### src/rtl/operand_sequencer.sv
// operand_sequencer: plays a loaded table of (value, dwell) entries as a timed operand stream.
// Each operand is presented with its |~value and !value flags for side-by-side comparison.
module operand_sequencer #(
    parameter int unsigned WIDTH   = 8,
    parameter int unsigned DEPTH   = 8,
    parameter int unsigned DWELL_W = 8
) (
    input  logic                     clk,
    input  logic                     rst_n,
    input  logic                     wr_en,
    input  logic [$clog2(DEPTH)-1:0] wr_addr,
    input  logic [WIDTH-1:0]         wr_value,
    input  logic [DWELL_W-1:0]       wr_dwell,
    input  logic [$clog2(DEPTH):0]   len,
    input  logic                     start,
    input  logic                     stop,
    input  logic                     loop,
    output logic                     busy,
    output logic [WIDTH-1:0]         value_o,
    output logic                     tilda_o,
    output logic                     not_o,
    output logic                     step_o,
    output logic                     done_o
);

    localparam int unsigned AW = $clog2(DEPTH);
    localparam int unsigned LW = AW + 1;

    typedef enum logic [0:0] {StIdle, StPlay} state_e;

    state_e             r_state_q, r_state_d;
    logic [AW-1:0]      r_idx_q, r_idx_d;
    logic [DWELL_W-1:0] r_cnt_q, r_cnt_d;
    logic [WIDTH-1:0]   r_value_q, r_value_d;
    logic               r_step_q, r_step_d;
    logic [LW-1:0]      r_len_q, r_len_d;
    logic               r_loop_q, r_loop_d;

    logic [WIDTH-1:0]   r_tbl_value [DEPTH];
    logic [DWELL_W-1:0] r_tbl_dwell [DEPTH];

    logic [LW-1:0]      w_len_eff;
    logic               w_last;
    logic               w_load;
    logic [AW-1:0]      w_load_idx;
    logic               w_done;

    // Table storage; a same-cycle load of the written entry sees the old contents.
    always_ff @(posedge clk or negedge rst_n) begin
        if (!rst_n) begin
            for (int i = 0; i < DEPTH; i++) begin
                r_tbl_value[i] <= '0;
                r_tbl_dwell[i] <= '0;
            end
        end else if (wr_en) begin
            r_tbl_value[wr_addr] <= wr_value;
            r_tbl_dwell[wr_addr] <= wr_dwell;
        end
    end

    assign w_len_eff = (len > LW'(DEPTH)) ? LW'(DEPTH) : len;
    assign w_last    = ({1'b0, r_idx_q} == (r_len_q - LW'(1)));

    always_ff @(posedge clk or negedge rst_n) begin
        if (!rst_n) begin
            r_state_q <= StIdle;
            r_idx_q   <= '0;
            r_cnt_q   <= '0;
            r_value_q <= '0;
            r_step_q  <= 1'b0;
            r_len_q   <= '0;
            r_loop_q  <= 1'b0;
        end else begin
            r_state_q <= r_state_d;
            r_idx_q   <= r_idx_d;
            r_cnt_q   <= r_cnt_d;
            r_value_q <= r_value_d;
            r_step_q  <= r_step_d;
            r_len_q   <= r_len_d;
            r_loop_q  <= r_loop_d;
        end
    end

    always_comb begin
        r_state_d  = r_state_q;
        r_idx_d    = r_idx_q;
        r_cnt_d    = r_cnt_q;
        r_value_d  = r_value_q;
        r_step_d   = 1'b0;
        r_len_d    = r_len_q;
        r_loop_d   = r_loop_q;
        w_load     = 1'b0;
        w_load_idx = '0;
        w_done     = 1'b0;

        unique case (r_state_q)
            StIdle: begin
                if (start && (w_len_eff != '0)) begin
                    r_state_d  = StPlay;
                    r_len_d    = w_len_eff;
                    r_loop_d   = loop;
                    w_load     = 1'b1;
                    w_load_idx = '0;
                end
            end
            StPlay: begin
                // stop wins over any advance or completion in the same cycle
                if (stop) begin
                    r_state_d = StIdle;
                end else if (r_cnt_q != '0) begin
                    r_cnt_d = r_cnt_q - DWELL_W'(1);
                end else if (!w_last) begin
                    w_load     = 1'b1;
                    w_load_idx = r_idx_q + AW'(1);
                end else if (r_loop_q) begin
                    w_load     = 1'b1;
                    w_load_idx = '0;
                end else begin
                    r_state_d = StIdle;
                    w_done    = 1'b1;
                end
            end
            default: r_state_d = StIdle;
        endcase

        if (w_load) begin
            r_idx_d   = w_load_idx;
            r_value_d = r_tbl_value[w_load_idx];
            r_cnt_d   = r_tbl_dwell[w_load_idx];
            r_step_d  = 1'b1;
        end
    end

    assign busy    = (r_state_q == StPlay);
    assign value_o = r_value_q;
    assign tilda_o = |(~r_value_q);
    assign not_o   = ~(|r_value_q);
    assign step_o  = r_step_q;
    assign done_o  = w_done;

endmodule

### config.mk
export PLATFORM = sky130hd
export DESIGN_NAME = operand_sequencer
export DESIGN_NICKNAME = d
export VERILOG_FILES = /design/src/rtl/operand_sequencer.sv
export SDC_FILE = /design/constraint.sdc
export NUM_CORES = 1
export LEC_CHECK = 0
export BUFFER_PORTS_ARGS = -buffer_cell sky130_fd_sc_hd__buf_2
export CAP_MARGIN = 15
export CORE_MARGIN = 3
export CORE_UTILIZATION = 55
export CTS_CLUSTER_DIAMETER = 150
export DETAILED_ROUTE_END_ITERATION = 12
export GPL_ROUTABILITY_DRIVEN = 0
export PLACE_DENSITY = 0.7
export REMOVE_ABC_BUFFERS = 1
export SLEW_MARGIN = 20
export SYNTH_ARGS = -nofsm -noshare
export SYNTH_HDL_FRONTEND = slang
export SYNTH_SLANG_ARGS = --single-unit
### constraint.sdc
create_clock -name clk -period 3.55 [get_ports clk]
set_input_delay 0.71 -clock clk [delete_from_list [all_inputs] [get_ports clk]]
set_output_delay 0.71 -clock clk [all_outputs]
set_load 0.02 [all_outputs]
Yosys cells after proc, flatten, opt, wreduce, memory -nomap -nowiden
Index checks and enable logic that the tools add are counted.

$lt $le $gt $ge: 4. $add $sub $neg: 3. Muxes and demuxes: 34. Reduce and logical (&&, ||, !) cells: 10. Eq/ne operators: 2. Bitwise logic cells: 5.

Operator list (count): 64-bit bitwise mux (2); 8-bit two-way mux (9); 8-bit binary-select mux with 3-bit select (2); 8-bit demux with 3-bit select (1); 8-bit OR reduction (2); 1-bit two-way mux (13); 3-bit two-way mux (3); 4-bit >= comparator, second input constant (2); 3-bit inverter with 4-bit output (2); 8-bit inverter (1); 8-bit nonzero test (1); 8-bit by 1-bit subtractor with 8-bit output, second input constant (1); 3-bit one-hot mux with 2 select lines (1); 3-bit by 4-bit equality test with 1-bit output (1); 4-bit greater-than comparator, second input constant (1); 4-bit by 1-bit < comparator with 1-bit output, second input constant (1); 4-bit two-way mux (1); 1-bit one-hot mux with 2 select lines (2); 2-bit nonzero test (2); 4-bit nonzero test (1); 4-bit by 1-bit subtractor with 4-bit output, second input constant (1); 3-bit by 1-bit adder with 3-bit output, second input constant (1); 3-bit AND reduction (1); 1-bit logical AND (2); other kinds (3) (4).

Logic and storage cells: 81. Input bits: 29. Output and inout port bits: 13. Flip-flop bits (word level): 154.

Depth between registers and ports, before layout
Gate-level depths: netlist of the first run.

Depth after elaboration: 11. Depth in mapped cells: 10.

Worst setup path before layout of the first run
Ideal clock, no wire load.

Kind: flip-flop to flip-flop. Start point: register r_cnt_q[0]. End point: register r_value_q[1] (netlist: value_o[1]). Period minus slack after synthesis: 2.829 ns. Library setup time: 0.137 ns. Path slack: 0.721 ns. Data required time: 3.413 ns. Cell stages (with the launch flop): 11. Data arrival time: 2.692 ns. Path through: dfrtp_1 > inv_1 > ha_1 > or3b_2 > or3_1 > buf_2 > a211oi_2 > buf_2 > mux2_2 > a222oi_1 > o31ai_1.

Word-level cells in the longest chain between the ends: 8. Elaborated cells between the ends (all ways): 11. Classes of those cells: mux (9); bitwise (1); reduce/logical (1).

Ends and longest elaborated chain: start: declaration (line 33) `logic [DWELL_W-1:0] r_cnt_q, r_cnt_d;`; start signal: assignment (line 76) `r_cnt_q <= r_cnt_d;`; 8-bit nonzero test * (line 110) `end else if (r_cnt_q != '0) begin`; 3-bit two-way mux (line 110); 3-bit two-way mux (line 108) `if (stop) begin`; 3-bit one-hot mux with 2 select lines (line 96) `unique case (r_state_q)`; 3-bit inverter with 4-bit output (not written as such) (line 128) `r_value_d = r_tbl_value[w_load_idx];`; 8-bit binary-select mux with 3-bit select (line 128); 8-bit two-way mux (not written as such) (2 in a row) (line 128); end signal: assignment (line 77) `r_value_q <= r_value_d;`; end: declaration (line 34) `logic [WIDTH-1:0] r_value_q, r_value_d;`.

Mark *: on every way between the ends. The rest lies on a longest branch, timed or not. The select of a mux whose other input is x is not followed. A chain may end at the register's enable or synchronous reset.

Final worst setup path of the first run
Start point: register r_cnt_q[0]. End point: register r_cnt_q[7].

Word-level cells in the longest chain between the ends: 9. Elaborated cells between the ends (all ways): 20. Classes of those cells: add/sub (1); eq/ne (1); mux (13); bitwise (1); reduce/logical (4).

Ends and longest elaborated chain: 8-bit nonzero test (line 110); 3-bit two-way mux (line 110); 3-bit two-way mux (line 108); 3-bit one-hot mux with 2 select lines (line 96); 3-bit inverter with 4-bit output (not written as such) (line 129) `r_cnt_d = r_tbl_dwell[w_load_idx];`; 8-bit binary-select mux with 3-bit select (line 129); 8-bit two-way mux (not written as such) (2 in a row) (line 129); 8-bit two-way mux (line 126) `if (w_load) begin`.

Parallel ways exist; a longest one is shown, timed or not. The select of a mux whose other input is x is not followed.

==> flow_summary.ini, run 1 <==
[synth]
synth_top_flop_cell = dfrtp_1
syn_inst = 565
synthArstFlopShare_pct = 100
netlist_area_um2 = 7310
synth_seq_area_share_pct = 52.7
synth.ff_latch_count = 154
synth_warnings = 0
ys_types = 58
synth_area_per_cell_um2 = 12.9
synth_edf_count = 0

[layout]
n_antenna_cell = 0
utilization_pct = 65.5
area_growth_pct = 14.9
n_fill_cell = 976
multi_input_area_um2 = 3310
layout-drive-gt1-share_pct = 39.4
nets = 648
regArea_um2 = 3850

[placed_design]
dp_slack_ns = 0.212
place_hpwl_um = 10600
port_buffers = 41

[global_routing]
grt_antenna_before_repair = 0
track_usage_pct = 24.1
grt_pass1_wl_um = 26700
grt_pass1_vias = 4977
overflow = 0
grt_max_degree = 65

[cts]
htreeDepth = 4
cts_setup_buffers = 0
clkSinkCount = 154
tritoncts = yes
path_clk_slew_ns = 0.06
clk-insertion-delay-late_ns = 0.42
numCtsBuffers = 17
clk_path_buf_depth = 2
root_buffer = clkbuf_16
post_cts_resized = 0
cts_hold_buf = 0

[job]
max_cap_viol_count = 0

[routing]
wl_per_cell_um = 20.8
drt_iter0_markers = 357
viasPerCell = 6.11
via_count = 4872
drc = 0
first_pass_iters = 4
ant_nets = 0
route.final.wire_length_um = 16600

[sta]
finalMaxSlewViolations = 0
clock.fmax_mhz = 297
period_needed_ns = 3.37
setup_viol = 0
tns_ns = 0
tightest_slew_ns = 0.726
finClkSkew_ns = 0.00534
rsz0062_at_grt = false
timing.slew.headroom_pct = 51.4
setup_slack_ns = 0.182
fin_crit_sh_pct = 94.9
finalHoldViolCount = 0

[worst_setup_path]
timing.rr.start = r_cnt_q[0]
rr_worst_depth = 9
crit_type = register to register
r2r_slack_ns = 0.18
cp_max_fo = 22
start_kind = register
cp.required_ns = 3.86
reg2reg_to = r_cnt_q[7]
worstPathArrival_ns = 3.67
setup.worst_path.end_class = register

[power]
powerDensity_nw_per_um2 = 628
leakage_nw = 3.56
finalPower_mw = 5.27
ir_drop_uv = 412

[die]
rows = 41
start_util_pct = 57.0
fp.coreArea_um2 = 12800
design.die.area_um2 = 14700
io_pins = 42
die_h_um = 121
die_x_um = 121

[min_path]
hp-class = primary input to asynchronous set/reset pin

[run_status]
status = complete, no violations
-- cells in the mapped netlist (3+ instances only) --
| master | count | area (µm²) |
|---|---|---|
| dfrtp_1 | 154 | 3850 |
| xnor2_1 | 4 | 35.0 |
| o31ai_1 | 4 | 30.0 |
| mux2_2 | 134 | 1510 |
| xor2_1 | 4 | 35.0 |
| a21oi_1 | 12 | 60.1 |
| nand2b_1 | 7 | 43.8 |
| or3_1 | 6 | 37.5 |
| o2bb2ai_1 | 5 | 43.8 |
| a211o_1 | 8 | 70.1 |
| buf_2 | 4 | 20.0 |
| mux4_2 | 9 | 203 |
| nor3b_1 | 3 | 22.5 |
| clkbuf_1 | 24 | 90.1 |
| ha_1 | 4 | 50.1 |
| inv_1 | 10 | 37.5 |
| a211oi_1 | 9 | 67.6 |
| nor3_1 | 7 | 35.0 |
| nand2_1 | 27 | 101 |
| o22ai_1 | 5 | 31.3 |
| or4_1 | 3 | 22.5 |
| nand3_1 | 7 | 35.0 |
| nor2_1 | 23 | 86.3 |
| nor4_1 | 3 | 18.8 |
| mux2i_1 | 34 | 340 |
| nand4b_1 | 3 | 26.3 |
| nor2b_1 | 3 | 18.8 |
| nand4_1 | 3 | 18.8 |
| o21ai_0 | 10 | 50.1 |
-- area by class of cell --
type | count | share of cell area [%]
clock buffers | 23 | 5.93
inverters | 11 | 0.492
clock inverters | 6 | 1.06
repair buffers | 61 | 4.60
well taps | 172 | 2.56
multi-input cells | 370 | 39.5
flip-flops and latches | 154 | 45.9
-- power by group --
| group | leakage (nW) | internal (mW) | switching (mW) |
|---|---|---|---|
| registers | 1.87 | 2.16 | 0.272 |
| logic | 1.41 | 0.563 | 0.495 |
| clock network | 0.283 | 1.12 | 0.666 |
| total | 3.56 | 3.84 | 1.43 |
-- critical path: stages (launching register included) --
cell      delay, ns
dfrtp_1        0.42
inv_1          0.11
ha_1           0.14
or3b_2         0.46
or3_1          0.49
a211oi_4       0.64
buf_12         0.29
mux2i_1        0.22
o22ai_1        0.10
o32a_1         0.36
-- registers in the layout, summed over array words and instances, names as in the netlist, 3 cells and up --
signal	cells
r_len_q	4
value_o	8
r_idx_q	3
r_tbl_value	64
r_tbl_dwell	64
r_cnt_q	8
-- cell usage in the layout (no fill, tap or decap), types with 6 or more instances in the layout --
| cell | synthesis | routed |
|---|---|---|
| mux4_2 | 9 | 9 |
| a211o_1 | 8 | 8 |
| inv_1 | 10 | 10 |
| nand3_1 | 7 | 7 |
| buf_2 | 4 | 40 |
| nand2_1 | 27 | 27 |
| buf_4 | 0 | 18 |
| mux2_2 | 134 | 134 |
| clkbuf_16 | 0 | 17 |
| a211oi_1 | 9 | 9 |
| nand2b_1 | 7 | 7 |
| o21ai_0 | 10 | 10 |
| dfrtp_1 | 154 | 154 |
| nor2_1 | 23 | 23 |
| a21oi_1 | 12 | 12 |
| mux2i_1 | 34 | 34 |
| or3_1 | 6 | 6 |
-- through the flow --
stage / instances / cell area [µm²] / hold WS (ns)
after detailed placement: 768 / 7810 / 0.485
after global routing: 797 / 8400 / 0.298
final: 797 / 8400 / 0.256
after floorplan: 535 / 7180 / 0.414
after CTS: 797 / 8400 / 0.284
after global placement: 768 / 7810 / 0.480
-- logic make-up after synthesis --
family / count (synthesis) / share of synthesized area (%)
buf+inv: 41 / 2.28
flops: 154 / 52.7
simple gates: 104 / 7.38
xor+xnor: 8 / 0.959
fa+ha+maj: 4 / 0.685
compound gates: 77 / 7.86
mux: 177 / 28.1
-- metal layers --
| layer | part of all wire, % | vias up | wire length [µm] | track usage (%) |
|---|---|---|---|---|
| li1 | - | 2182 | - | - |
| met1 | 47 | 2530 | 7720 | 33.9 |
| met2 | 47 | 132 | 7730 | 37.1 |
| met3 | 4.6 | 28 | 767 | 5.59 |
| met4 | 2.1 | 0 | 344 | 8.89 |
| met5 | 0 | - | 0 | 0 |
-- how the worst max path moves through the flow --
| stage | endpoint | start | slack, ns | depth (start not counted) |
|---|---|---|---|---|
| final | r_cnt_q[7] | r_cnt_q[0] | 0.18 | 9 |
| after global placement | r_cnt_q[7] | r_cnt_q[0] | 0.34 | 9 |
| after global routing | r_cnt_q[7] | r_cnt_q[0] | 0.03 | 9 |
| after CTS | r_cnt_q[7] | r_cnt_q[0] | 0.22 | 9 |
| after detailed placement | r_cnt_q[7] | r_cnt_q[0] | 0.21 | 9 |
| after floorplan | value_o[1] | r_cnt_q[0] | -0.63 | 8 |
Power figures use the tool's default switching activity.
==> inputs of run 2 (changes only) <==
--- a/config.mk
+++ b/config.mk
@@ -14,6 +14,7 @@
 export GPL_ROUTABILITY_DRIVEN = 0
 export PLACE_DENSITY = 0.7
 export REMOVE_ABC_BUFFERS = 1
+export SETUP_SLACK_MARGIN = 0.4
 export SLEW_MARGIN = 20
 export SYNTH_ARGS = -nofsm -noshare
 export SYNTH_HDL_FRONTEND = slang
==> flow_summary.ini, run 2 (synthesized netlist as in run 1, its figures left out) <==
[global_routing]
overflow = 0
grt_antenna_before_repair = 0
grt_max_degree = 65
track_usage_pct = 24.2
grt_pass1_vias = 4991
grt_pass1_wl_um = 26700

[placed_design]
port_buffers = 41
place_hpwl_um = 10600
placed_cells = 768

[cts]
root_buffer = clkbuf_16
numCtsBuffers = 17
clkSinkCount = 154
cts_hold_buf = 0
clk-insertion-delay-late_ns = 0.42
clk_path_buf_depth = 2
htreeDepth = 4
path_clk_slew_ns = 0.06
tritoncts = yes

[sta]
period_needed_ns = 3.02
setup_viol = 0
timing.slew.headroom_pct = 56.3
clock.fmax_mhz = 331
rsz0062_at_grt = false
tightest_slew_ns = 0.653
finClkSkew_ns = 0.00621
tns_ns = 0
whs_ns = 0.265
fin_crit_sh_pct = 85.2
finalMaxSlewViolations = 0
finalHoldViolCount = 0

[die]
die_x_um = 121
fp.coreArea_um2 = 12800
io_pins = 42
design.die.area_um2 = 14700
start_util_pct = 57.0
die_h_um = 121
rows = 41

[power]
ir_drop_uv = 411
leakage_nw = 3.57
powerDensity_nw_per_um2 = 626

[routing]
drt_iter0_markers = 302
ant_nets = 0
viasPerCell = 6.12
route.final.wire_length_um = 16600
via_count = 4890
drc = 0
first_pass_iters = 5
wl_per_cell_um = 20.8

[layout]
nets = 650
largestRegisters = r_tbl_dwell: 64 flops, r_tbl_value: 64 flops
stdcell_count = 799
layout-drive-gt1-share_pct = 39.7
n_antenna_cell = 0
n_fill_cell = 971
layout_common_cells = 154 x dfrtp_1, 134 x mux2_2, 40 x buf_2
layout_commonest_cell = dfrtp_1
area_growth_pct = 15.2

[job]
max_cap_viol_count = 0

[worst_setup_path]
worstPathArrival_ns = 2.31
crit_type = register to output port
cp_max_fo = 6
slowest_delay_ns = 0.46
crit_slowest_cell = or3b_2
cp.required_ns = 2.84
path_cells = inv_1 > ha_1 > or3b_2 > or3_4 > nor2_1 > buf_2
reg2reg_to = r_cnt_q[7]
setup.worst_path.end_class = output port
r2r_slack_ns = 0.55
start_kind = register
rr_worst_depth = 10
timing.rr.start = r_cnt_q[0]

[min_path]
hp-class = primary input to asynchronous set/reset pin

[run_status]
status = complete, no violations
## run 2: changes by cell type in the layout (fill, tap and decap cells not counted)
cell and delta:
or3_1 -1, or3_4 +1, buf_4 +2
## run 2: timing repair
item	in CTS	in global routing
pin swaps	1	0
buffers inserted	2	0
setup endpoints to repair	11	6
resized for setup	0	1
## run 2: per-stage QoR
step / util [%] / power, mW / worst slack, ns / instance area, µm²
finish: 65.6 / 5.27 / 0.526 / 8420
global placement: 60.9 / 3.45 / 0.345 / 7810
detailed placement: 60.9 / 3.52 / 0.212 / 7810
global route: 65.6 / 5.55 / 0.409 / 8420
CTS: 65.6 / 5.30 / 0.412 / 8410
floorplan: - / 3.15 / -0.631 / 7180
## run 2: critical path, delay by kind of cell (launching register included)
family,cells,cell delay (ns)
flip-flops,1,0.42
buffers and inverters,2,0.29
AND/OR/NAND/NOR,3,1.03
adder cells (fa/ha/maj),1,0.14
## run 2: worst max-delay path by stage
stage                     startpoint          to  slack [ns]  cells past startpoint
after floorplan           r_cnt_q[0]  value_o[1]       -0.63                      8
after global placement    r_cnt_q[0]  r_cnt_q[7]        0.34                      9
after detailed placement  r_cnt_q[0]  r_cnt_q[7]        0.21                      9
after CTS                 r_cnt_q[0]      done_o        0.41                      6
after global routing      r_cnt_q[0]      done_o        0.41                      6
final                     r_cnt_q[0]      done_o        0.53                      6
## run 2: routing by layer
| metal | vias up | wire length (µm) | track usage, % |
|---|---|---|---|
| met1 | 2531 | 7760 | 33.8 |
| met2 | 131 | 7700 | 37.3 |
| met3 | 33 | 764 | 5.59 |
| li1 | 2195 | - | - |
| met5 | - | 0 | 0 |
| met4 | 0 | 391 | 8.82 |
## run 2: final cells by class
cell class | count | area, µm² | area share, %
Inverter | 11 | 41.3 | 0.491
Timing Repair Buffer | 63 | 402 | 4.77
Tap cell | 172 | 215 | 2.56
Multi-Input combinational cell | 370 | 3320 | 39.4
Sequential cell | 154 | 3850 | 45.8
Clock inverter | 6 | 88.8 | 1.06
Clock buffer | 23 | 498 | 5.92
## run 2: power by group
| part | switching (mW) | leakage [nW] | internal, mW |
|---|---|---|---|
| logic | 0.497 | 1.42 | 0.564 |
| registers | 0.273 | 1.87 | 2.16 |
| clock network | 0.657 | 0.283 | 1.12 |
